### src/rtl/arb_pkg.sv
`default_nettype none
// +----------------------------------------------------------------------------+
// | Module : arb_pkg                                                           |
// | Brief  : Shared sizes and FSM state type for the 8-way round-robin arbiter |
// | Rev    : 1.0 - initial release                                             |
// +----------------------------------------------------------------------------+
package arb_pkg;

  localparam int N_REQ = 8;
  localparam int IDX_W = 3;

  typedef enum logic [0:0] {
    ARB_IDLE  = 1'b0,
    ARB_GRANT = 1'b1
  } arb_state_t;

endpackage : arb_pkg
`default_nettype wire

### src/rtl/decoder3x8_behav.sv
`default_nettype none
// +----------------------------------------------------------------------------+
// | Module : decoder3x8_behav                                                  |
// | Brief  : 3-to-8 decoder with enable; a is the select MSB, c the LSB        |
// | Rev    : 1.0 - initial release                                             |
// +----------------------------------------------------------------------------+
module decoder3x8_behav
  import arb_pkg::*;
(
  input  logic             a,
  input  logic             b,
  input  logic             c,
  input  logic             en,
  output logic [N_REQ-1:0] y
);

  logic [IDX_W-1:0] w_sel;

  assign w_sel = {a, b, c};

  for (genvar i = 0; i < N_REQ; i++) begin : g_out
    assign y[i] = en && (w_sel == IDX_W'(i));
  end

endmodule : decoder3x8_behav
`default_nettype wire

### src/rtl/rr_arbiter8.sv
`default_nettype none
// +----------------------------------------------------------------------------+
// | Module : rr_arbiter8                                                       |
// | Brief  : 8-way round-robin arbiter driving a 3x8 decoder select/enable.    |
// |          Define ARB_TIMEOUT_EN to force release after MAX_HOLD cycles.     |
// | Rev    : 1.0 - initial release                                             |
// +----------------------------------------------------------------------------+
module rr_arbiter8
  import arb_pkg::*;
#(
  parameter int MAX_HOLD = 16
)
(
  input  logic             clk,
  input  logic             rst_n,
  input  logic [N_REQ-1:0] req,
  input  logic             rel,
  output logic [N_REQ-1:0] gnt,
  output logic [IDX_W-1:0] gnt_idx,
  output logic             gnt_valid,
  output logic             dec_a,
  output logic             dec_b,
  output logic             dec_c,
  output logic             dec_en,
  output logic             timeout
);

  arb_state_t       r_state;
  logic [IDX_W-1:0] r_ptr;
  logic [IDX_W-1:0] r_gnt_idx;

  logic             w_grant;
  logic             w_any;
  logic             w_drop;
  logic             w_force;
  logic             w_release;
  logic [IDX_W-1:0] w_next_ptr;
  logic [IDX_W-1:0] w_scan_ptr;
  logic [IDX_W-1:0] w_win;

  // First set bit of req_v scanning start, start+1, ... with 3-bit wraparound.
  function automatic logic [IDX_W-1:0] rr_pick(input logic [N_REQ-1:0] req_v,
                                               input logic [IDX_W-1:0] start);
    logic [IDX_W-1:0] pick;
    logic [IDX_W-1:0] cand;
    logic             found;
    pick  = start;
    found = 1'b0;
    for (int i = 0; i < N_REQ; i++) begin
      cand = start + IDX_W'(i);
      if (!found && req_v[cand]) begin
        found = 1'b1;
        pick  = cand;
      end
    end
    return pick;
  endfunction

  assign w_grant    = (r_state == ARB_GRANT);
  assign w_any      = |req;
  assign w_next_ptr = r_gnt_idx + IDX_W'(1);
  // Re-arbitration at a release scans from the post-release pointer, so the
  // outgoing grantee is considered last.
  assign w_scan_ptr = w_grant ? w_next_ptr : r_ptr;
  assign w_win      = rr_pick(req, w_scan_ptr);
  assign w_drop     = rel || !req[r_gnt_idx];
  assign w_release  = w_grant && (w_drop || w_force);

`ifdef ARB_TIMEOUT_EN
  localparam int CNT_W = (MAX_HOLD > 2) ? $clog2(MAX_HOLD) : 1;

  logic [CNT_W-1:0] r_cnt;
  logic             r_timeout;

  assign w_force = w_grant && !w_drop && (r_cnt == CNT_W'(MAX_HOLD - 1));

  always_ff @(posedge clk or negedge rst_n) begin
    if (!rst_n) begin
      r_cnt     <= '0;
      r_timeout <= 1'b0;
    end else begin
      r_timeout <= w_force;
      if (!w_grant || w_release) begin
        r_cnt <= '0;
      end else begin
        r_cnt <= r_cnt + CNT_W'(1);
      end
    end
  end

  assign timeout = r_timeout;
`else
  logic w_unused_hold;

  assign w_unused_hold = (MAX_HOLD > 0);
  assign w_force       = 1'b0;
  assign timeout       = 1'b0;
`endif

  always_ff @(posedge clk or negedge rst_n) begin
    if (!rst_n) begin
      r_state   <= ARB_IDLE;
      r_ptr     <= '0;
      r_gnt_idx <= '0;
    end else if (!w_grant) begin
      if (w_any) begin
        r_gnt_idx <= w_win;
        r_state   <= ARB_GRANT;
      end
    end else if (w_release) begin
      r_ptr <= w_next_ptr;
      if (w_any) begin
        r_gnt_idx <= w_win;
      end else begin
        r_state <= ARB_IDLE;
      end
    end
  end

  assign gnt_idx   = r_gnt_idx;
  assign gnt_valid = w_grant;
  assign dec_a     = r_gnt_idx[2];
  assign dec_b     = r_gnt_idx[1];
  assign dec_c     = r_gnt_idx[0];
  assign dec_en    = w_grant;

  decoder3x8_behav u_dec (
    .a  (dec_a),
    .b  (dec_b),
    .c  (dec_c),
    .en (dec_en),
    .y  (gnt)
  );

endmodule : rr_arbiter8
`default_nettype wire
### config.mk
export PLATFORM = sky130hd
export DESIGN_NAME = rr_arbiter8
export DESIGN_NICKNAME = d
export VERILOG_FILES = /design/src/rtl/arb_pkg.sv /design/src/rtl/decoder3x8_behav.sv /design/src/rtl/rr_arbiter8.sv
export SDC_FILE = /design/constraint.sdc
export NUM_CORES = 1
export LEC_CHECK = 0
export BUFFER_PORTS_ARGS = -buffer_cell sky130_fd_sc_hd__buf_2
export CAP_MARGIN = 5
export CORE_ASPECT_RATIO = 1.75
export CORE_MARGIN = 5
export CORE_UTILIZATION = 45
export DETAILED_ROUTE_END_ITERATION = 7
export PLACE_DENSITY = 0.67
export SLEW_MARGIN = 40
export SYNTH_ARGS = -nofsm -noshare
export SYNTH_HDL_FRONTEND = slang
export SYNTH_SLANG_ARGS = --single-unit
### constraint.sdc
create_clock -name clk -period 4 [get_ports clk]
set_input_delay 0.2 -clock clk [delete_from_list [all_inputs] [get_ports clk]]
set_output_delay 0.2 -clock clk [all_outputs]
set_load 0.005 [all_outputs]
-- Word-level counts from Yosys, hierarchy flattened
Index checks and enable logic that the tools add are counted.
- register bits: 7
- input bits: 11
- output and inout port bits: 17
- logic and storage cells: 95
- $add $sub $neg: 8
- magnitude comparators: 9
- equal/unequal tests: 8
- muxes and demuxes: 39
- reduce and logical (&&, ||, !) cells: 28
- operator list (kind ; number):
    3-bit by 4-bit < comparator with 1-bit output (second input constant) ; 9
    3-bit 2-to-1 mux ; 11
    1-bit binary-select mux with 3-bit select ; 9
    1-bit 2-to-1 mux ; 19
    1-bit logical AND ; 16
    3-bit adder (second input constant) ; 4
    3-bit == test (second input constant) ; 4
    1-bit zero test ; 8
    8-bit OR reduction ; 1
    3-bit by 1-bit adder with 3-bit output (second input constant) ; 2
    3-bit by 2-bit adder with 3-bit output (second input constant) ; 2
    3-bit by 2-bit == test with 1-bit output (second input constant) ; 2
    3-bit by 1-bit == test with 1-bit output (second input constant) ; 1
    3-bit zero test ; 1
    2-bit by 1-bit != test with 1-bit output (second input constant) ; 1
    2-bit AND reduction ; 1
    1-bit logical OR ; 1

-- Logic depth before layout (Yosys ltp)
Gate-level depths: netlist of the first run.
- word-level depth: 29
- gate-level depth with buffers: 14

-- Hierarchy
Synthesis of the first run repeated with hierarchy kept, for this count alone.
- cells, all modules: 161
- area, all modules: 1445.1 um^2
- by module, submodules not included (module ; instances ; cells each ; area an instance (um^2) ; seq. area each (um^2)):
    rr_arbiter8 ; 1 ; 153 ; 1348.8 ; 175.2
    decoder3x8_behav ; 1 ; 8 ; 96.3 ; 0.0

-- Least setup slack after synthesis of the first run
OpenSTA, ideal clock, no wires.
- kind: register -> register
- start point: register r_gnt_idx[0] (netlist: gnt_idx[0])
- end point: register r_gnt_idx[2] (netlist: gnt_idx[2])
- library setup time: 0.104 ns
- data arrival time: 3.546 ns
- required time: 3.896 ns
- slack: 0.350 ns
- stages on the path, launching flop included: 14
- buffers on the path: 2
- period minus slack after synthesis: 3.650 ns
- path through: dfrtp_1 -> buf_4 -> inv_1 -> ha_1 -> mux2i_1 -> inv_1 -> clkbuf_1 -> ha_1 -> xnor2_2 -> mux4_2 -> nand2_1 -> or4_4 -> or3_1 -> o311ai_1
- word-level cells in the longest chain between the ends: 29
- RTL lines (what ; RTL line ; text):
    start: declaration ; rr_arbiter8.sv:30 ; logic [IDX_W-1:0] r_gnt_idx;
    start signal: assignment ; rr_arbiter8.sv:107 ; r_gnt_idx <= w_win;
    start signal: assignment ; rr_arbiter8.sv:113 ; r_gnt_idx <= w_win;
    3-bit by 1-bit adder with 3-bit output (*) ; rr_arbiter8.sv:61 ; assign w_next_ptr = r_gnt_idx + IDX_W'(1);
    via w_next_ptr[0] ; rr_arbiter8.sv:37 ; logic [IDX_W-1:0] w_next_ptr;
    3-bit 2-to-1 mux (*) ; rr_arbiter8.sv:64 ; assign w_scan_ptr = w_grant ? w_next_ptr : r_ptr;
    parallel branches: the longest is 23 deep, another holds 3-bit by 1-bit adder with 3-bit output ; -- ;
    3-bit 2-to-1 mux (*) ; rr_arbiter8.sv:51 ; if (!found && req_v[cand]) begin
    3-bit 2-to-1 mux (*) ; rr_arbiter8.sv:106, rr_arbiter8.sv:112 ;
    3-bit 2-to-1 mux ; rr_arbiter8.sv:110 ; end else if (w_release) begin
    3-bit 2-to-1 mux (*) ; rr_arbiter8.sv:105 ; end else if (!w_grant) begin
Mark *: on every way through the listed nets, which the timed path passes. The select of a mux whose other input is x is not followed.
A chain may end at the register's enable or synchronous reset.

-- Final worst setup path of the first run
- start point: register r_gnt_idx[1] (netlist: gnt_idx[1])
- end point: register r_gnt_idx[2] (netlist: gnt_idx[2])
Same word-level chain as after synthesis.

==> impl_metrics.tcl, run 1 <==
set metrics [dict create \
    num_antenna_cells 0 \
    setup_tns_ns 0 \
    io_pins 28 \
    synthFlopType "dfrtp_1" \
    path_cells "inv_1 > ha_1 > mux2i_1 > buf_4 > ha_1 > xnor2_2 > mux4_2 > o211ai_1 > mux2_2 > or3_1 > o311ai_1" \
    syn_avg_cell_area_um2 8.51 \
    drv_slew 0 \
    regArea_um2 175 \
    path_clk_slew_ns 0.04 \
    initial_core_util 0.460 \
    crit_top_cell "ha_1" \
    ys_ff_latch 7 \
    path_buf_inv 2 \
    synth_edf_count 0 \
    viasPerCell 5.84 \
    hpwlAfterDp_mm 3.42 \
    drtIter0Drc 59 \
    cts_resized 0 \
    grt_pass1_vias 1442 \
    slew_headroom 0.620 \
    ant_nets 0 \
    critPathLaunchType "flip-flop" \
    max_freq_mhz 285 \
    clock_sinks 7 \
    grt_pass1_wl_mm 6.65 \
    clk_path_buf_depth 2 \
    place_congestion 0.959 \
    clk_latency_ns 0.23 \
    ys_async_sr_fraction 1.00 \
    layout-drive-gt1-share 0.321 \
    final_cells 236 \
    fin_hold_ws_ns 0.338 \
    end_kind "flip-flop" \
    cts_tree "built" \
    antenna_found_initial 0 \
    wl_per_cell_um 17.7 \
    root_buffer "clkbuf_8" \
    grt_overflow 0 \
    nets 213 \
    areaGrowthSynthToFinish_pct 13.7 \
    wirelength_mm 4.17 \
    dp_cells 231 \
    criticalPathCategory "reg -> reg" \
    crit_path_max_incr_delay_ns 0.56 \
    synth_nets 187 \
    crit_fanout 8 \
    crit_arrival_ns 3.63 \
    rows 27 \
    hp-class "in -> async" \
    status "completed" \
    hold_viol 0 \
    worstMarginPinSlew_ns 0.564 \
    syn_area_mm2 0.00143 \
    synth_cell_type_count 50 \
    yosysSeqAreaShare 0.123 \
    postCtsSetupBuffers 0 \
    drt_pass1_iterations 4 \
    final_core_util 0.523 \
    crit_family "multiplexers" \
    skew_ns 0.000991 \
    nFillCells 309 \
    synth_warnings 0 \
    timing.final.crit_share 0.877 \
    postCtsHoldBufs 1 \
    grt_use_total 0.202 \
    portBuffers 26 \
    required_ns 4.13 \
    grt_max_degree 14 \
    drc 0 \
    vias 1379 \
    setup_viol 0 \
    rsz0062_at_grt "no" \
    die_w_um 52.6 \
    cts_buffers 3 \
    max_cap_viol_count 0 \
    period_needed_ns 3.51 \
    coreArea_mm2 0.00311 \
    syn_inst 168 \
    die_h_um 84.5 \
    die_area_mm2 0.00445 \
    cts-htree-levels 1 \
    slowest_stage "mux4_2" \
    multi_input_area_mm2 0.00114 \
]
[Yosys cell counts, drive strengths merged (3+ instances only)]
cell type	number	area share
nand3	10	0.035
and2	3	0.015
or4	3	0.018
clkbuf	3	0.0088
mux2i	12	0.11
nor2	14	0.040
nand2	18	0.047
xnor2	5	0.041
mux2	9	0.076
ha	8	0.070
a21oi	7	0.027
and3	5	0.022
o21ai	12	0.042
buf	8	0.047
dfrtp	7	0.12
o211ai	5	0.026
mux4	6	0.095
inv	8	0.021
[metal layers]
layer / wire length, µm / GRT usage / share of wire / vias up
met1: 1390 / 0.170 / 0.33 / 634
li1: - / - / - / 666
met4: 366 / 0.193 / 0.088 / 0
met2: 2250 / 0.372 / 0.54 / 53
met5: 0 / 0 / 0 / -
met3: 159 / 0.0195 / 0.038 / 26
[stage by stage]
step | cell area, µm² | worst slack [ns]
final | 1630 | 0.492
after global routing | 1630 | 0.298
after CTS | 1630 | 0.493
after detailed placement | 1570 | 0.514
after global placement | 1570 | 0.586
after floorplan | 1430 | 0.350
[path summary, 6_finish.rpt]
kind	startpoint	end	slack, ns	cells past startpoint
min	rst_n	r_ptr[2]$_DFFE_PN0P_	0.34	2
min in group clk	req[2]	dec_en$_DFF_PN0_	0.34	4
max reg2reg	gnt_idx[1]$_DFFE_PN0P_	gnt_idx[2]$_DFFE_PN0P_	0.49	11
min reg2reg	r_ptr[2]$_DFFE_PN0P_	r_ptr[2]$_DFFE_PN0P_	0.48	2
max	gnt_idx[1]$_DFFE_PN0P_	gnt_idx[2]$_DFFE_PN0P_	0.49	11
max in group asynchronous	rst_n	gnt_idx[0]$_DFFE_PN0P_	3.50	2
[cell usage in the layout (no fill, tap or decap), types with 3 or more instances in the layout]
cell	n
dfrtp_1	7
mux4_2	6
mux2i_4	3
buf_4	5
a21oi_1	6
clkbuf_8	3
o21ai_0	11
and3_1	5
nand2_1	18
mux2_2	7
inv_1	8
nand3_1	10
o211ai_1	5
xnor2_1	3
buf_2	26
nor2_1	12
mux2i_1	8
ha_1	8
[flip-flops by register name, indices dropped and copies added (netlist names)]
name and count:
dec_en 1, gnt_idx 3, r_ptr 3
[layout make-up]
class,count,area share
Clock buffer,4,0.0277
Sequential cell,7,0.108
Multi-Input combinational cell,142,0.704
Timing Repair Buffer,32,0.109
Tap cell,43,0.0331
Inverter,8,0.0185
[logic make-up after synthesis]
| kind of cell | Yosys count | synth area share |
|---|---|---|
| simple gates | 61 | 0.214 |
| fa+ha+maj | 8 | 0.0701 |
| xor+xnor | 5 | 0.0412 |
| compound gates | 40 | 0.189 |
| flops | 7 | 0.123 |
| other cells | 1 | 0.00262 |
| mux | 27 | 0.284 |
| buf+inv | 19 | 0.0771 |
Power of run 1 is not shown: default switching activity piles up to over one toggle a cycle in this logic, so the estimate is an artifact.
==> run 2: changes to the inputs <==
- CORE_UTILIZATION: 45 -> 35
- CTS_CLUSTER_SIZE: default -> 12
- PLACE_DENSITY: 0.67 -> 0.58
==> run 2 against run 1 <==
Effect of this change: global-route usage is 4.7 points lower; sequential share of layout area hardly changed; maximum frequency is 3.6% lower; die area is 24% higher; non-clock buffer count stayed put; flip-flop and latch count stayed put; register-to-register slack worse by 0.13 ns; clock skew is 0.00083 ns lower; critical path type unchanged; largest cell class unchanged.
==> impl_metrics.tcl, run 2 (same netlist as run 1, synthesis figures left out) <==
set metrics [dict create \
    status "completed" \
    nets 213 \
    final_core_util 0.418 \
    slew_headroom 0.595 \
    place_congestion 0.911 \
    criticalPathCategory "reg -> reg" \
    path_cells "inv_1 > ha_1 > mux2i_1 > buf_4 > ha_1 > xnor2_2 > mux4_2 > o211ai_1 > mux2_2 > or3_1 > o311ai_1" \
    clock_sinks 7 \
    r2r_cells 11 \
    required_ns 4.12 \
    end_kind "flip-flop" \
    setup_viol 0 \
    nFillCells 419 \
    timing.final.crit_share 0.910 \
    cts-htree-levels 1 \
    rows 30 \
    root_buffer "clkbuf_8" \
    cts_tree "built" \
    crit_path_max_incr_delay_ns 0.60 \
    grt_use_total 0.155 \
    path_clk_slew_ns 0.04 \
    path_buf_inv 2 \
    viasPerCell 5.71 \
    grt_pass1_vias 1347 \
    io_pins 28 \
    drc 0 \
    crit_top_cell "ha_1" \
    drv_slew 0 \
    initial_core_util 0.366 \
    cts_buffers 3 \
    hpwlAfterDp_mm 3.41 \
    num_antenna_cells 0 \
    clk_latency_ns 0.23 \
    max_freq_mhz 275 \
    slowest_stage "dfrtp_1" \
    die_h_um 94.5 \
    areaGrowthSynthToFinish_pct 14.2 \
    crit_family "multiplexers" \
    vias 1376 \
    drtIter0Drc 78 \
    portBuffers 26 \
    crit_fanout 12 \
    hold_viol 0 \
    reg2reg_to "gnt_idx[2]$_DFFE_PN0P_" \
    worstMarginPinSlew_ns 0.591 \
    layout_commonest_cell "buf_2" \
    skew_ns 0.000159 \
    grt_max_degree 14 \
    wl_per_cell_um 16.8 \
    cp.depth 11 \
    crit_arrival_ns 3.76 \
    setup_tns_ns 0 \
    layout_setup_ws_ns 0.360 \
    clk_path_buf_depth 2 \
    wirelength_mm 4.06 \
    die_area_mm2 0.00551 \
    die_w_um 58.3 \
    place_worst_setup_slack_ns 0.395 \
    max_cap_viol_count 0 \
    coreArea_mm2 0.00390 \
    cts_resized 0 \
    antenna_found_initial 0 \
    period_needed_ns 3.64 \
    rsz0062_at_grt "no" \
    reg2reg_from "gnt_idx[0]$_DFFE_PN0P_" \
    hp-class "in -> async" \
    critPathLaunchType "flip-flop" \
    ant_nets 0 \
    layout-drive-gt1-share 0.321 \
    grt_pass1_wl_mm 6.58 \
    r2r_slack_ns 0.36 \
    drt_pass1_iterations 4 \
    grt_overflow 0 \
    layout_common_cells "buf_2 (26), nand2_1 (18), nor2_1 (12), o21ai_0 (11), nand3_1 (10)" \
]
## run 2: cell counts in the layout (fill, tap and decap cells not counted)
Identical to the previous run, type by type.
## run 2: worst max path at each step
stage / from / end / slack, ns
4_1_cts: gnt_idx[0]$_DFFE_PN0P_ / gnt_idx[2]$_DFFE_PN0P_ / 0.37
3_5_place_dp: gnt_idx[0]$_DFFE_PN0P_ / gnt_idx[2]$_DFFE_PN0P_ / 0.40
5_1_grt: gnt_idx[0]$_DFFE_PN0P_ / gnt_idx[1]$_DFFE_PN0P_ / 0.10
6_report: gnt_idx[0]$_DFFE_PN0P_ / gnt_idx[2]$_DFFE_PN0P_ / 0.36
2_1_floorplan: gnt_idx[0]$_DFFE_PN0P_ / gnt_idx[2]$_DFFE_PN0P_ / 0.35
3_3_place_gp: gnt_idx[0]$_DFFE_PN0P_ / gnt_idx[2]$_DFFE_PN0P_ / 0.53
## run 2: final cells by class
| class | instances | area [µm²] | share of cell area |
|---|---|---|---|
| clock buffer | 4 | 45.0 | 0.0276 |
| timing repair buffer | 32 | 178 | 0.109 |
| sequential | 7 | 175 | 0.107 |
| tap | 48 | 60.1 | 0.0368 |
| inverter | 8 | 30.0 | 0.0184 |
| multi-input combinational | 142 | 1140 | 0.701 |
## run 2: worst register-to-register path, stage by stage (launching register included)
cell and delay, ns:
dfrtp_1 0.60, inv_1 0.13, ha_1 0.35, mux2i_1 0.11
buf_4 0.19, ha_1 0.22, xnor2_2 0.39, mux4_2 0.56
o211ai_1 0.20, mux2_2 0.38, or3_1 0.30, o311ai_1 0.10
## run 2: per-stage QoR
stage	hold slack (ns)	std cells	cell area [µm²]
6_report	0.350	241	1630
2_1_floorplan	-0.0956	168	1430
3_5_place_dp	0.0551	236	1580
3_3_place_gp	0.0550	236	1580
5_1_grt	0.369	241	1630
4_1_cts	0.349	241	1630
## run 2: timing repair
action                    in CTS  in global routing
buffers inserted               0                  0
hold buffers                   1                  0
hold endpoints to repair       7                  0
## run 2: layer usage
| layer | vias up | share of wire | track usage |
|---|---|---|---|
| met5 | - | 0 | 0 |
| met4 | 0 | 0.050 | 0.0909 |
| met3 | 17 | 0.044 | 0.0137 |
| met2 | 56 | 0.53 | 0.284 |
| met1 | 638 | 0.38 | 0.166 |
| li1 | 665 | - | - |
Power of run 2 is left out for the same reason.
==> run 3: changes to the inputs <==
- PLACE_DENSITY: 0.58 -> 0.57
- clock period: 4 -> 3.4 ns (I/O delays scaled with it)
==> run 3 against run 2 <==
Effect of this change: flip-flop and latch count unchanged; clock skew increased by 0.0017 ns; worst setup slack got worse by 0.20 ns; first-iteration DRC count decreased by 21%; cell area increased by 4.8%; die area unchanged; critical path depth decreased by 2; non-clock buffer count increased by 7.
==> impl_metrics.tcl, run 3 (same netlist as run 1, synthesis figures left out) <==
set metrics [dict create \
    crit_arrival_ns 3.38 \
    layout-drive-gt1-share 0.360 \
    cts_buffers 3 \
    areaGrowthSynthToFinish_pct 19.7 \
    drt_pass1_iterations 4 \
    max_cap_viol_count 0 \
    viasPerCell 5.77 \
    hpwlAfterDp_mm 3.60 \
    grt_pass1_wl_mm 6.73 \
    rsz0062_at_grt "no" \
    root_buffer "clkbuf_8" \
    clk_latency_ns 0.23 \
    num_antenna_cells 0 \
    nets 220 \
    die_w_um 58.3 \
    slew_headroom 0.601 \
    timing.final.crit_share 0.955 \
    status "completed" \
    place_congestion 0.946 \
    skew_ns 0.00182 \
    critPathLaunchType "flip-flop" \
    ant_nets 0 \
    grt_use_total 0.164 \
    die_area_mm2 0.00551 \
    layout_commonest_cell "buf_2" \
    drtIter0Drc 62 \
    worstMarginPinSlew_ns 0.592 \
    cts-htree-levels 1 \
    cts_tree "built" \
    crit_fanout 8 \
    antenna_found_initial 0 \
    coreArea_mm2 0.00390 \
    wirelength_mm 4.29 \
    end_kind "flip-flop" \
    path_clk_slew_ns 0.04 \
    grt_overflow 0 \
    r2r_slack_ns 0.15 \
    hold_viol 0 \
    io_pins 28 \
    required_ns 3.53 \
    layout_common_cells "buf_2 (26), nand2_1 (18), nor2_1 (12), buf_4 (12), o21ai_0 (11)" \
    rows 30 \
    portBuffers 26 \
    grt.busiest_layer "met2" \
    drv_slew 0 \
    die_h_um 94.5 \
    clock_sinks 7 \
    grtUsageMet1 0.143 \
    postCtsSetupBuffers 0 \
    met3_usage 0.0123 \
    period_needed_ns 3.25 \
    hp-class "in -> async" \
    max_freq_mhz 308 \
    clk_path_buf_depth 2 \
    setup_tns_ns 0 \
    grt_pass1_vias 1454 \
    initial_core_util 0.366 \
    wl_per_cell_um 17.3 \
    vias 1430 \
    criticalPathCategory "reg -> reg" \
    grt_max_degree 14 \
    drc 0 \
    setup_viol 0 \
    met2_usage 0.308 \
]
[run 3: final timing paths]
check / depth (start not counted) / start / to
worst max-delay path: 9 / gnt_idx[1]$_DFFE_PN0P_ / gnt_idx[2]$_DFFE_PN0P_
worst min-delay path: 2 / rst_n / r_ptr[1]$_DFFE_PN0P_
worst max register to register: 9 / gnt_idx[1]$_DFFE_PN0P_ / gnt_idx[2]$_DFFE_PN0P_
worst min register to register: 2 / r_ptr[2]$_DFFE_PN0P_ / r_ptr[2]$_DFFE_PN0P_
max in group asynchronous: 2 / rst_n / dec_en$_DFF_PN0_
min in group clk: 4 / req[2] / dec_en$_DFF_PN0_
[run 3: metrics by stage]
step | hold slack, ns | cell area, µm² | utilization | instances | setup WS, ns
after global routing | 0.336 | 1710 | 0.438 | 248 | 0.0155
final | 0.310 | 1710 | 0.438 | 248 | 0.155
after detailed placement | 0.0225 | 1640 | 0.421 | 243 | 0.105
after CTS | 0.304 | 1700 | 0.435 | 248 | 0.0966
after global placement | 0.0198 | 1640 | 0.421 | 243 | 0.199
after floorplan | -0.126 | 1440 | - | 168 | 0.0323
[run 3: critical path: stages, from the launching register on]
cell,delay (ns)
dfrtp_1,0.47
inv_1,0.13
ha_1,0.37
mux2i_4,0.27
ha_2,0.38
mux4_2,0.41
nand2_1,0.13
or4_4,0.52
or3_1,0.36
o311ai_1,0.09
[run 3: routing by layer]
metal | share of wire | routed length [µm]
met1 | 0.34 | 1450
met2 | 0.54 | 2310
met3 | 0.041 | 177
met4 | 0.081 | 349
met5 | 0 | 0
[run 3: layout make-up]
type                            instances  area [µm²]
Clock buffer                            4        45.0
Fill cell                             401        2190
Inverter                                8        30.0
Multi-Input combinational cell        142        1170
Sequential cell                         7         175
Tap cell                               48        60.1
Timing Repair Buffer                   39         230
[run 3: what timing repair did]
item / 4_1_cts / 5_1_grt
gates resized for setup: 0 / 2
endpoints found under the hold margin: 7 / 0
setup endpoints to repair: 0 / 1
hold buffers: 1 / 0
Power of run 3 is left out for the same reason.
